--- src/rtl/mem_port_arbiter_pkg.sv ---
// Shared constants and FSM encoding for the two-port memory arbiter.
// Memory is byte addressed; each access moves one big-endian 16-bit word.
package mem_port_arbiter_pkg;

    localparam int MEM_DEPTH  = 1024;
    localparam int WORD_WIDTH = 16;
    localparam int ADDR_WIDTH = 16;
    localparam int LEN_WIDTH  = 4;

    typedef enum logic [0:0] {
        ST_IDLE  = 1'b0,
        ST_BURST = 1'b1
    } arb_state_e;

endpackage

--- src/rtl/mem_port_arbiter_rr_arb2.sv ---
// Two-way round-robin picker: with both requesters valid, the one that did
// not win last time is chosen. Purely combinational.
module mem_port_arbiter_rr_arb2 (
    input  logic i_valid0,
    input  logic i_valid1,
    input  logic i_rr_last,
    output logic o_win,
    output logic o_any
);

    // Winner select and any-request flag.
    always_comb begin
        o_any = i_valid0 | i_valid1;
        if (i_valid0 && i_valid1) begin
            o_win = ~i_rr_last;
        end else if (i_valid1) begin
            o_win = 1'b1;
        end else begin
            o_win = 1'b0;
        end
    end

endmodule

--- src/rtl/mem_port_arbiter.sv ---
// Round-robin arbiter sharing one byte-addressed 16-bit-word memory between two
// burst requesters. Bursts of 1..16 beats at ascending, wrapping word addresses.
module mem_port_arbiter
    import mem_port_arbiter_pkg::*;
(
    input  logic                  i_clock,
    input  logic                  i_reset,
    input  logic                  i_req0_valid,
    input  logic                  i_req0_wr,
    input  logic [ADDR_WIDTH-1:0] i_req0_addr,
    input  logic [LEN_WIDTH-1:0]  i_req0_len,
    input  logic [WORD_WIDTH-1:0] i_req0_wdata,
    output logic                  o_req0_grant,
    output logic                  o_req0_beat,
    output logic                  o_req0_done,
    output logic                  o_req0_err,
    input  logic                  i_req1_valid,
    input  logic                  i_req1_wr,
    input  logic [ADDR_WIDTH-1:0] i_req1_addr,
    input  logic [LEN_WIDTH-1:0]  i_req1_len,
    input  logic [WORD_WIDTH-1:0] i_req1_wdata,
    output logic                  o_req1_grant,
    output logic                  o_req1_beat,
    output logic                  o_req1_done,
    output logic                  o_req1_err,
    output logic                  o_rd_valid,
    output logic                  o_rd_id,
    output logic [WORD_WIDTH-1:0] o_rd_data,
    output logic [ADDR_WIDTH-1:0] o_mem_address,
    output logic                  o_mem_wr_en,
    output logic [WORD_WIDTH-1:0] o_mem_data_in,
    input  logic [WORD_WIDTH-1:0] i_mem_data_out
);

    localparam logic [ADDR_WIDTH-1:0] REJECT_ADDR = ADDR_WIDTH'(MEM_DEPTH - 1);
    localparam logic [ADDR_WIDTH:0]   LAST_WORD   = (ADDR_WIDTH + 1)'(MEM_DEPTH - 2);
    localparam logic [ADDR_WIDTH:0]   ADDR_STEP   = (ADDR_WIDTH + 1)'(2);
    localparam logic [LEN_WIDTH:0]    MAX_BEATS   = (LEN_WIDTH + 1)'(2 ** LEN_WIDTH);
    localparam logic [LEN_WIDTH:0]    ONE_BEAT    = (LEN_WIDTH + 1)'(1);
    localparam logic [ADDR_WIDTH-1:0] ADDR_ZERO   = {ADDR_WIDTH{1'b0}};
    localparam logic [WORD_WIDTH-1:0] WORD_ZERO   = {WORD_WIDTH{1'b0}};
    localparam logic [LEN_WIDTH-1:0]  LEN_ZERO    = {LEN_WIDTH{1'b0}};

    arb_state_e              r_state;
    arb_state_e              w_state_next;
    logic                    r_win;
    logic                    w_win_next;
    logic                    r_wr;
    logic                    w_wr_next;
    logic [ADDR_WIDTH-1:0]   r_cur_addr;
    logic [ADDR_WIDTH-1:0]   w_addr_next;
    logic [LEN_WIDTH:0]      r_remain;
    logic [LEN_WIDTH:0]      w_remain_next;
    logic                    r_rr_last;
    logic                    w_rr_next;
    logic                    r_rej;
    logic                    w_rej_next;
    logic                    r_rd_valid;
    logic                    r_rd_id;
    logic [WORD_WIDTH-1:0]   r_rd_data;

    logic                    w_arb_win;
    logic                    w_arb_any;
    logic                    w_sel_wr;
    logic [ADDR_WIDTH-1:0]   w_sel_addr;
    logic [LEN_WIDTH-1:0]    w_sel_len;
    logic [ADDR_WIDTH:0]     w_addr_sum;
    logic [ADDR_WIDTH-1:0]   w_addr_inc;
    logic                    w_burst;
    logic                    w_last_beat;

    mem_port_arbiter_rr_arb2 u_rr_arb2 (
        .i_valid0  (i_req0_valid),
        .i_valid1  (i_req1_valid),
        .i_rr_last (r_rr_last),
        .o_win     (w_arb_win),
        .o_any     (w_arb_any)
    );

    // Winner's request fields and the following word address (wraps past the last word).
    always_comb begin
        if (w_arb_win) begin
            w_sel_wr   = i_req1_wr;
            w_sel_addr = i_req1_addr;
            w_sel_len  = i_req1_len;
        end else begin
            w_sel_wr   = i_req0_wr;
            w_sel_addr = i_req0_addr;
            w_sel_len  = i_req0_len;
        end
        w_addr_sum = {1'b0, r_cur_addr} + ADDR_STEP;
        if (w_addr_sum > LAST_WORD) begin
            w_addr_inc = ADDR_ZERO;
        end else begin
            w_addr_inc = w_addr_sum[ADDR_WIDTH-1:0];
        end
    end

    // Next-state logic: arbitrate in IDLE (not on a reject-report cycle), count beats in BURST.
    always_comb begin
        w_state_next  = r_state;
        w_win_next    = r_win;
        w_wr_next     = r_wr;
        w_addr_next   = r_cur_addr;
        w_remain_next = r_remain;
        w_rr_next     = r_rr_last;
        w_rej_next    = 1'b0;
        case (r_state)
            ST_IDLE: begin
                if (w_arb_any && !r_rej) begin
                    w_win_next  = w_arb_win;
                    w_rr_next   = w_arb_win;
                    w_wr_next   = w_sel_wr;
                    w_addr_next = w_sel_addr;
                    if (w_sel_len == LEN_ZERO) begin
                        w_remain_next = MAX_BEATS;
                    end else begin
                        w_remain_next = {1'b0, w_sel_len};
                    end
                    if (w_sel_addr >= REJECT_ADDR) begin
                        w_rej_next = 1'b1;
                    end else begin
                        w_state_next = ST_BURST;
                    end
                end else begin
                    w_state_next = ST_IDLE;
                end
            end
            ST_BURST: begin
                w_addr_next   = w_addr_inc;
                w_remain_next = r_remain - ONE_BEAT;
                if (r_remain == ONE_BEAT) begin
                    w_state_next = ST_IDLE;
                end else begin
                    w_state_next = ST_BURST;
                end
            end
            default: begin
                w_state_next = ST_IDLE;
            end
        endcase
    end

    // Control state register.
    always_ff @(posedge i_clock) begin
        if (i_reset) begin
            r_state    <= ST_IDLE;
            r_win      <= 1'b0;
            r_wr       <= 1'b0;
            r_cur_addr <= ADDR_ZERO;
            r_remain   <= {(LEN_WIDTH + 1){1'b0}};
            r_rr_last  <= 1'b1;
            r_rej      <= 1'b0;
        end else begin
            r_state    <= w_state_next;
            r_win      <= w_win_next;
            r_wr       <= w_wr_next;
            r_cur_addr <= w_addr_next;
            r_remain   <= w_remain_next;
            r_rr_last  <= w_rr_next;
            r_rej      <= w_rej_next;
        end
    end

    // Read return path: capture the word addressed by each read beat.
    always_ff @(posedge i_clock) begin
        if (i_reset) begin
            r_rd_valid <= 1'b0;
            r_rd_id    <= 1'b0;
            r_rd_data  <= WORD_ZERO;
        end else if (w_burst && !r_wr) begin
            r_rd_valid <= 1'b1;
            r_rd_id    <= r_win;
            r_rd_data  <= i_mem_data_out;
        end else begin
            r_rd_valid <= 1'b0;
        end
    end

    assign w_burst     = (r_state == ST_BURST);
    assign w_last_beat = w_burst && (r_remain == ONE_BEAT);

    assign o_req0_grant = w_burst && !r_win;
    assign o_req0_beat  = w_burst && !r_win;
    assign o_req0_done  = (w_last_beat && !r_win) || (r_rej && !r_win);
    assign o_req0_err   = r_rej && !r_win;
    assign o_req1_grant = w_burst && r_win;
    assign o_req1_beat  = w_burst && r_win;
    assign o_req1_done  = (w_last_beat && r_win) || (r_rej && r_win);
    assign o_req1_err   = r_rej && r_win;

    // A write never commits on an edge where reset is sampled.
    assign o_mem_wr_en   = w_burst && r_wr && !i_reset;
    assign o_mem_address = w_burst ? r_cur_addr : ADDR_ZERO;
    assign o_mem_data_in = w_burst ? (r_win ? i_req1_wdata : i_req0_wdata) : WORD_ZERO;

    assign o_rd_valid = r_rd_valid;
    assign o_rd_id    = r_rd_id;
    assign o_rd_data  = r_rd_data;

endmodule

--- config.mk ---
export PLATFORM = sky130hd
export DESIGN_NAME = mem_port_arbiter
export DESIGN_NICKNAME = d
export VERILOG_FILES = /design/src/rtl/mem_port_arbiter_pkg.sv /design/src/rtl/mem_port_arbiter_rr_arb2.sv /design/src/rtl/mem_port_arbiter.sv
export SDC_FILE = /design/constraint.sdc
export NUM_CORES = 1
export LEC_CHECK = 0
export CORE_MARGIN = 2
export CORE_UTILIZATION = 36
export CTS_CLUSTER_DIAMETER = 30
export DETAILED_ROUTE_END_ITERATION = 12
export HOLD_SLACK_MARGIN = 0.15
export PLACE_DENSITY = 0.89
export SYNTH_ARGS = -nofsm -noshare
export SYNTH_HDL_FRONTEND = slang
export SYNTH_SLANG_ARGS = --single-unit
--- constraint.sdc ---
create_clock -name i_clock -period 2.61 [get_ports i_clock]
set_clock_uncertainty 0.05 [all_clocks]
set_input_delay 0.522 -clock i_clock [delete_from_list [all_inputs] [get_ports i_clock]]
set_output_delay 0.522 -clock i_clock [all_outputs]
set_load 0.02 [all_outputs]
# Word level (Yosys, flattened, before mapping)
# Cells that the tools add are included.
# totals
regBits	44
latchBits	0
ram_bits	0
rom_bits	0
input_bits	94
output_inout_bits	59
word_cells	61
mem_count	0
# classes
add_sub_neg	2
n_mul	0
div	0
magnitude_cmp	2
eq_ne	2
shifts	0
muxes	20
bitwise_logic	4
n_reduce_logical	21
# op_table
cell	n
16-bit two-way mux	6
16-bit one-hot mux with 2 select lines	1
16-bit by 2-bit adder with 17-bit output, second input constant	1
17-bit by 10-bit > comparator with 1-bit output, second input constant	1
16-bit by 10-bit >= comparator with 1-bit output, second input constant	1
1-bit logical AND	12
5-bit two-way mux	2
5-bit one-hot mux with 2 select lines	1
1-bit two-way mux	8
5-bit by 1-bit == test with 1-bit output, second input constant	1
5-bit by 1-bit subtractor with 5-bit output, second input constant	1
1-bit logical NOT	4
4-bit logical NOT	1
4-bit two-way mux	1
1-bit NOT	3
3-bit OR reduction	1
1-bit logical OR	2
2-bit inequality test, second input constant	1
1-bit one-hot mux with 2 select lines	1
2-bit AND reduction	1
1-bit bitwise OR	1

# Depth between registers and ports, before layout
# logic_depth
ltp_word	7
mapped_depth	8
mapped_depth_nobuf	7

# Cells and area by module
# Synthesis repeated with hierarchy kept, for this count alone.
# hier_totals
cells_unflattened	371
hier_area_um2	2865.2
# by_module_without_submodules
module	instances	cells_each	area_each_um2
mem_port_arbiter	1	369	2851.5
mem_port_arbiter_rr_arb2	1	2	13.8

# Worst setup path before layout
# OpenSTA, ideal clock, no wires.
# synth_path
path_type	reg-to-reg
from	register r_cur_addr[3]
to	register r_cur_addr[3]
setup_ns	0.089
t_arrival_ns	2.315
required_time_ns	2.471
path_slack_ns	0.156
stages_incl_launch_ff	9
n_path_buf	2
synth_period_minus_slack_ns	2.454
cell_sequence	dfxtp_1 -> buf_2 -> nand3_4 -> or4_4 -> o21a_1 -> or3_1 -> or3_1 -> buf_6 -> o32ai_4
# synth_between
elab_chain_cells	4
# synth_rtl
element	line	rtl
from (decl)	mem_port_arbiter.sv:50	logic [ADDR_WIDTH-1:0] r_cur_addr;
from (signal assigned)	mem_port_arbiter.sv:158	r_cur_addr <= w_addr_next;
16-bit by 2-bit adder with 17-bit output (*)	mem_port_arbiter.sv:91	w_addr_sum = {1'b0, r_cur_addr} + ADDR_STEP;
17-bit by 10-bit > comparator with 1-bit output	mem_port_arbiter.sv:92	if (w_addr_sum > LAST_WORD) begin
16-bit two-way mux (*)	mem_port_arbiter.sv:92	
16-bit one-hot mux with 2 select lines (*)	mem_port_arbiter.sv:108	case (r_state)
# Mark *: on every way between the ends. The rest lies on a longest branch, timed or not.
# A chain may end at the register's enable or synchronous reset.

# Worst setup path in the final report
# layout_path
from	register r_cur_addr[9]
to	register r_cur_addr[4]
# layout_between
elab_chain_cells	4
# layout_rtl
element	line
16-bit by 2-bit adder with 17-bit output	mem_port_arbiter.sv:91
17-bit by 10-bit > comparator with 1-bit output	mem_port_arbiter.sv:92
16-bit two-way mux	mem_port_arbiter.sv:92
16-bit one-hot mux with 2 select lines	mem_port_arbiter.sv:108
# No other way between the ends.

==> run_summary.xml <==
<?xml version="1.0" encoding="UTF-8"?>
<metrics>
  <group name="outcome">
    <metric name="status" unit="">finished, final reports clean</metric>
  </group>
  <group name="die">
    <metric name="start_util" unit="">0.3718</metric>
    <metric name="io_pins" unit="">153</metric>
    <metric name="row_count" unit="">32</metric>
    <metric name="die_x" unit="um">93.57</metric>
    <metric name="die_footprint" unit="um^2">8754</metric>
    <metric name="die_y" unit="um">93.57</metric>
    <metric name="core_area" unit="um^2">7767</metric>
  </group>
  <group name="logic_synthesis">
    <metric name="ys_seq_area_frac" unit="">0.3050</metric>
    <metric name="count_of_different_cell_masters_after_synthesis" unit="">52</metric>
    <metric name="synth_area" unit="um^2">2888</metric>
    <metric name="post_synth_inst_count" unit="">383</metric>
    <metric name="mappedNetlistNets" unit="">481</metric>
    <metric name="synth_largest_area_cell" unit="">dfxtp_1</metric>
    <metric name="synth-warning-count" unit="">0</metric>
    <metric name="yosys_register_bits" unit="">44</metric>
    <metric name="async_reset_ff_frac" unit="">0</metric>
    <metric name="synth_top_cell_area_share" unit="">0.3050</metric>
    <metric name="dominantRegCellSynth" unit="">dfxtp_1</metric>
    <metric name="syn-mean-instance-area" unit="um^2">7.540</metric>
    <metric name="synth_enable_flop_cells" unit="">0</metric>
    <metric name="synth_area_leaders" unit="">dfxtp_1 (31%), nand2_1 (9.6%), a21oi_1 (8.7%)</metric>
  </group>
  <group name="cells_and_area">
    <metric name="syn2layout_area_growth" unit="%">62.78</metric>
    <metric name="drive_gt1_frac" unit="">0.09434</metric>
    <metric name="multiInputGateArea" unit="um^2">1853</metric>
    <metric name="layout.cells.most_common" unit="">clkdlybuf4s50_1</metric>
    <metric name="layout_common_cells" unit="">clkdlybuf4s50_1 (149), nand2_1 (74), a21oi_1 (50), dfxtp_1 (43), nor2_1 (23)</metric>
    <metric name="utilization" unit="">0.6052</metric>
    <metric name="nets" unit="">627</metric>
    <metric name="antenna-diode-count" unit="">0</metric>
    <metric name="fillCellCount" unit="">696</metric>
    <metric name="seq_area" unit="um^2">882.1</metric>
  </group>
  <group name="sta">
    <metric name="worst_pin_slew" unit="ns">0.5834</metric>
    <metric name="final_period_util" unit="">0.9710</metric>
    <metric name="setup_repair_after_global_routing_missed_its_margin" unit="">false</metric>
    <metric name="slew-limit-headroom" unit="">0.6102</metric>
    <metric name="final-max-slew-violation-count" unit="">0</metric>
    <metric name="fmaxAchievable" unit="MHz">394.6</metric>
    <metric name="final_hold_violations" unit="">0</metric>
    <metric name="layout_min_cycle_time" unit="ns">2.534</metric>
    <metric name="timing.final.setup_violations" unit="">0</metric>
  </group>
  <group name="critical_path">
    <metric name="worst_setup_path_startpoint" unit="">r_cur_addr[9]$_SDFFE_PP0P_</metric>
    <metric name="startpoint_type_of_the_worst_setup_path" unit="">flip-flop</metric>
    <metric name="worst_ep_arrival_time" unit="ns">2.71</metric>
    <metric name="critical_path.reg2reg.startpoint" unit="">r_cur_addr[9]$_SDFFE_PP0P_</metric>
    <metric name="element_type_at_the_critical_path_end" unit="">flip-flop</metric>
    <metric name="crit_required" unit="ns">2.78</metric>
    <metric name="worstPathMaxFanout" unit="">9</metric>
    <metric name="critical_path_class" unit="">flip-flop to flip-flop</metric>
  </group>
  <group name="global_routing">
    <metric name="first_pass_grt_wire_length" unit="um">15730</metric>
    <metric name="aggregate_global_routing_overflow" unit="">0</metric>
    <metric name="vias_in_the_first_global_route" unit="">3274</metric>
    <metric name="grt_antenna_before_repair" unit="">0</metric>
    <metric name="total_track_usage" unit="">0.2243</metric>
    <metric name="pin_count_of_the_biggest_net_entering_global_routing" unit="">47</metric>
  </group>
  <group name="clock_network">
    <metric name="clock-root-buffer" unit="">clkbuf_8</metric>
    <metric name="clk_pin_slew_worst_paths" unit="ns">0.10</metric>
    <metric name="clk_latency" unit="ns">0.30</metric>
    <metric name="cts.sinks" unit="">44</metric>
    <metric name="number_of_buffers_on_the_longest_clock_path" unit="">2</metric>
    <metric name="cts_inserted_buffers" unit="">5</metric>
    <metric name="cts_tree" unit="">yes</metric>
    <metric name="h-tree-depth" unit="">2</metric>
  </group>
  <group name="route">
    <metric name="vias_per_cell" unit="">5.301</metric>
    <metric name="route.final.wire_length" unit="um">9948</metric>
    <metric name="drc" unit="">0</metric>
    <metric name="wl_per_cell" unit="um">15.74</metric>
    <metric name="routed-via-count" unit="">3350</metric>
    <metric name="drt_pre_antenna_iters" unit="">5</metric>
    <metric name="final_antenna_net_count" unit="">0</metric>
    <metric name="drt_iter0_drc" unit="">120</metric>
  </group>
  <group name="power">
    <metric name="power.ir.vdd_worst" unit="uV">478.1</metric>
    <metric name="leakage" unit="uW">0.001639</metric>
    <metric name="power_per_cell_area" unit="nW/um^2">377.7</metric>
    <metric name="p_total" unit="uW">1776</metric>
  </group>
  <group name="flow_run">
    <metric name="max-cap-violations" unit="">0</metric>
  </group>
  <group name="hold_path">
    <metric name="hp-class" unit="">flip-flop to flip-flop</metric>
    <metric name="hp-start" unit="">o_rd_data[1]$_SDFFE_PP0P_</metric>
  </group>
  <group name="placed_design">
    <metric name="half_perimeter_wire_length_after_detailed_placement" unit="um">7772</metric>
    <metric name="placement.io_buffers" unit="">152</metric>
    <metric name="globalplace.congestion" unit="">0.9336</metric>
  </group>
</metrics>
[area by class of cell]
| cell class | count | area share |
|---|---|---|
| clock buffer | 5 | 0.01464 |
| clock inverter | 3 | 0.009848 |
| inverter | 9 | 0.007187 |
| multi-input combinational | 297 | 0.3942 |
| sequential | 44 | 0.1876 |
| tap | 102 | 0.02715 |
| timing repair buffer | 172 | 0.3593 |
[timing repair]
| item | in CTS | in global routing |
|---|---|---|
| buffers inserted | 0 | 0 |
| hold buffers | 0 | 0 |
| endpoints found under the setup margin | 11 | 12 |
| resized for setup | 5 | 2 |
[critical path: stages, from the launching register on]
cell	delay, ns
dfxtp_1	0.41
nand2_1	0.12
or4_4	0.57
o21a_1	0.21
or3_1	0.39
or3_4	0.44
o32ai_2	0.26
[stage by stage]
stage / TNS (ns) / setup WS, ns / hold WS [ns] / cells / area, um^2
finish: 0 / 0.07558 / 0.4067 / 632 / 4701
CTS: 0 / 0.04765 / 0.4099 / 632 / 4698
floorplan: 0 / 0.1558 / 0.3854 / 383 / 2888
global route: 0 / 0.008470 / 0.4293 / 632 / 4701
global placement: 0 / 0.06827 / 0.3909 / 624 / 4566
detailed placement: -0.3088 / -0.04516 / 0.3975 / 624 / 4566
[synthesized netlist by cell type (all sizes together) (2+ instances only)]
cell    count
a21oi      50
xnor2       7
nand3       6
o31ai       2
nor2b      22
clkbuf     25
nor3        7
nor4        3
o32a        2
o21ai       4
inv         9
nor3b       2
nor2       23
or3         2
or4         5
o32ai       7
nand4       9
xor2        3
buf         8
nand2      75
ha          4
mux2        2
a311oi      2
a31oi       2
dfxtp      44
and2       19
mux2i      22
nand3b      2
[worst paths after layout]
path | end | slack [ns] | cells after the start
setup / recovery | r_cur_addr[4]$_SDFFE_PP0P_ | 0.08 | 6
hold / removal | o_rd_data[1]$_SDFFE_PP0P_ | 0.41 | 2
hold reg to reg | o_rd_data[1]$_SDFFE_PP0P_ | 0.41 | 2
setup reg to reg | r_cur_addr[4]$_SDFFE_PP0P_ | 0.08 | 6
[sequential cells by signal, indices dropped and copies added (netlist names)]
name	cells
o_rd_data	16
r_cur_addr	16
r_remain	5
o_rd_id	1
o_rd_valid	1
r_rej	1
r_rr_last	1
r_state	1
r_win	1
r_wr	1
[where the power goes]
part,leakage (uW),switching (uW),internal (uW)
Clock,0.0000548,263,289
Combinational,0.00122,219,259
Sequential,0.000360,40.2,705
[cells by family (layout without fill, tap and decap cells)]
| group | count (synthesis) | count (layout) | share of synthesized area |
|---|---|---|---|
| flip-flops | 44 | 44 | 0.3050 |
| adder cells (fa/ha/maj) | 4 | 4 | 0.01733 |
| AO/OA/AOI/OAI | 79 | 79 | 0.1889 |
| AND/OR/NAND/NOR | 180 | 180 | 0.3137 |
| buffers and inverters | 42 | 189 | 0.06066 |
| multiplexers | 24 | 24 | 0.08405 |
| XOR/XNOR | 10 | 10 | 0.03033 |
[metal layers]
metal | vias up | wire (um) | global-route usage
li1 | 1611 | - | -
met1 | 1560 | 3814 | 0.2577
met2 | 159 | 5043 | 0.4035
met3 | 20 | 900 | 0.06688
met4 | 0 | 189 | 0.06039
met5 | - | 0 | 0
Note: power is estimated with default switching activity, not from simulation.
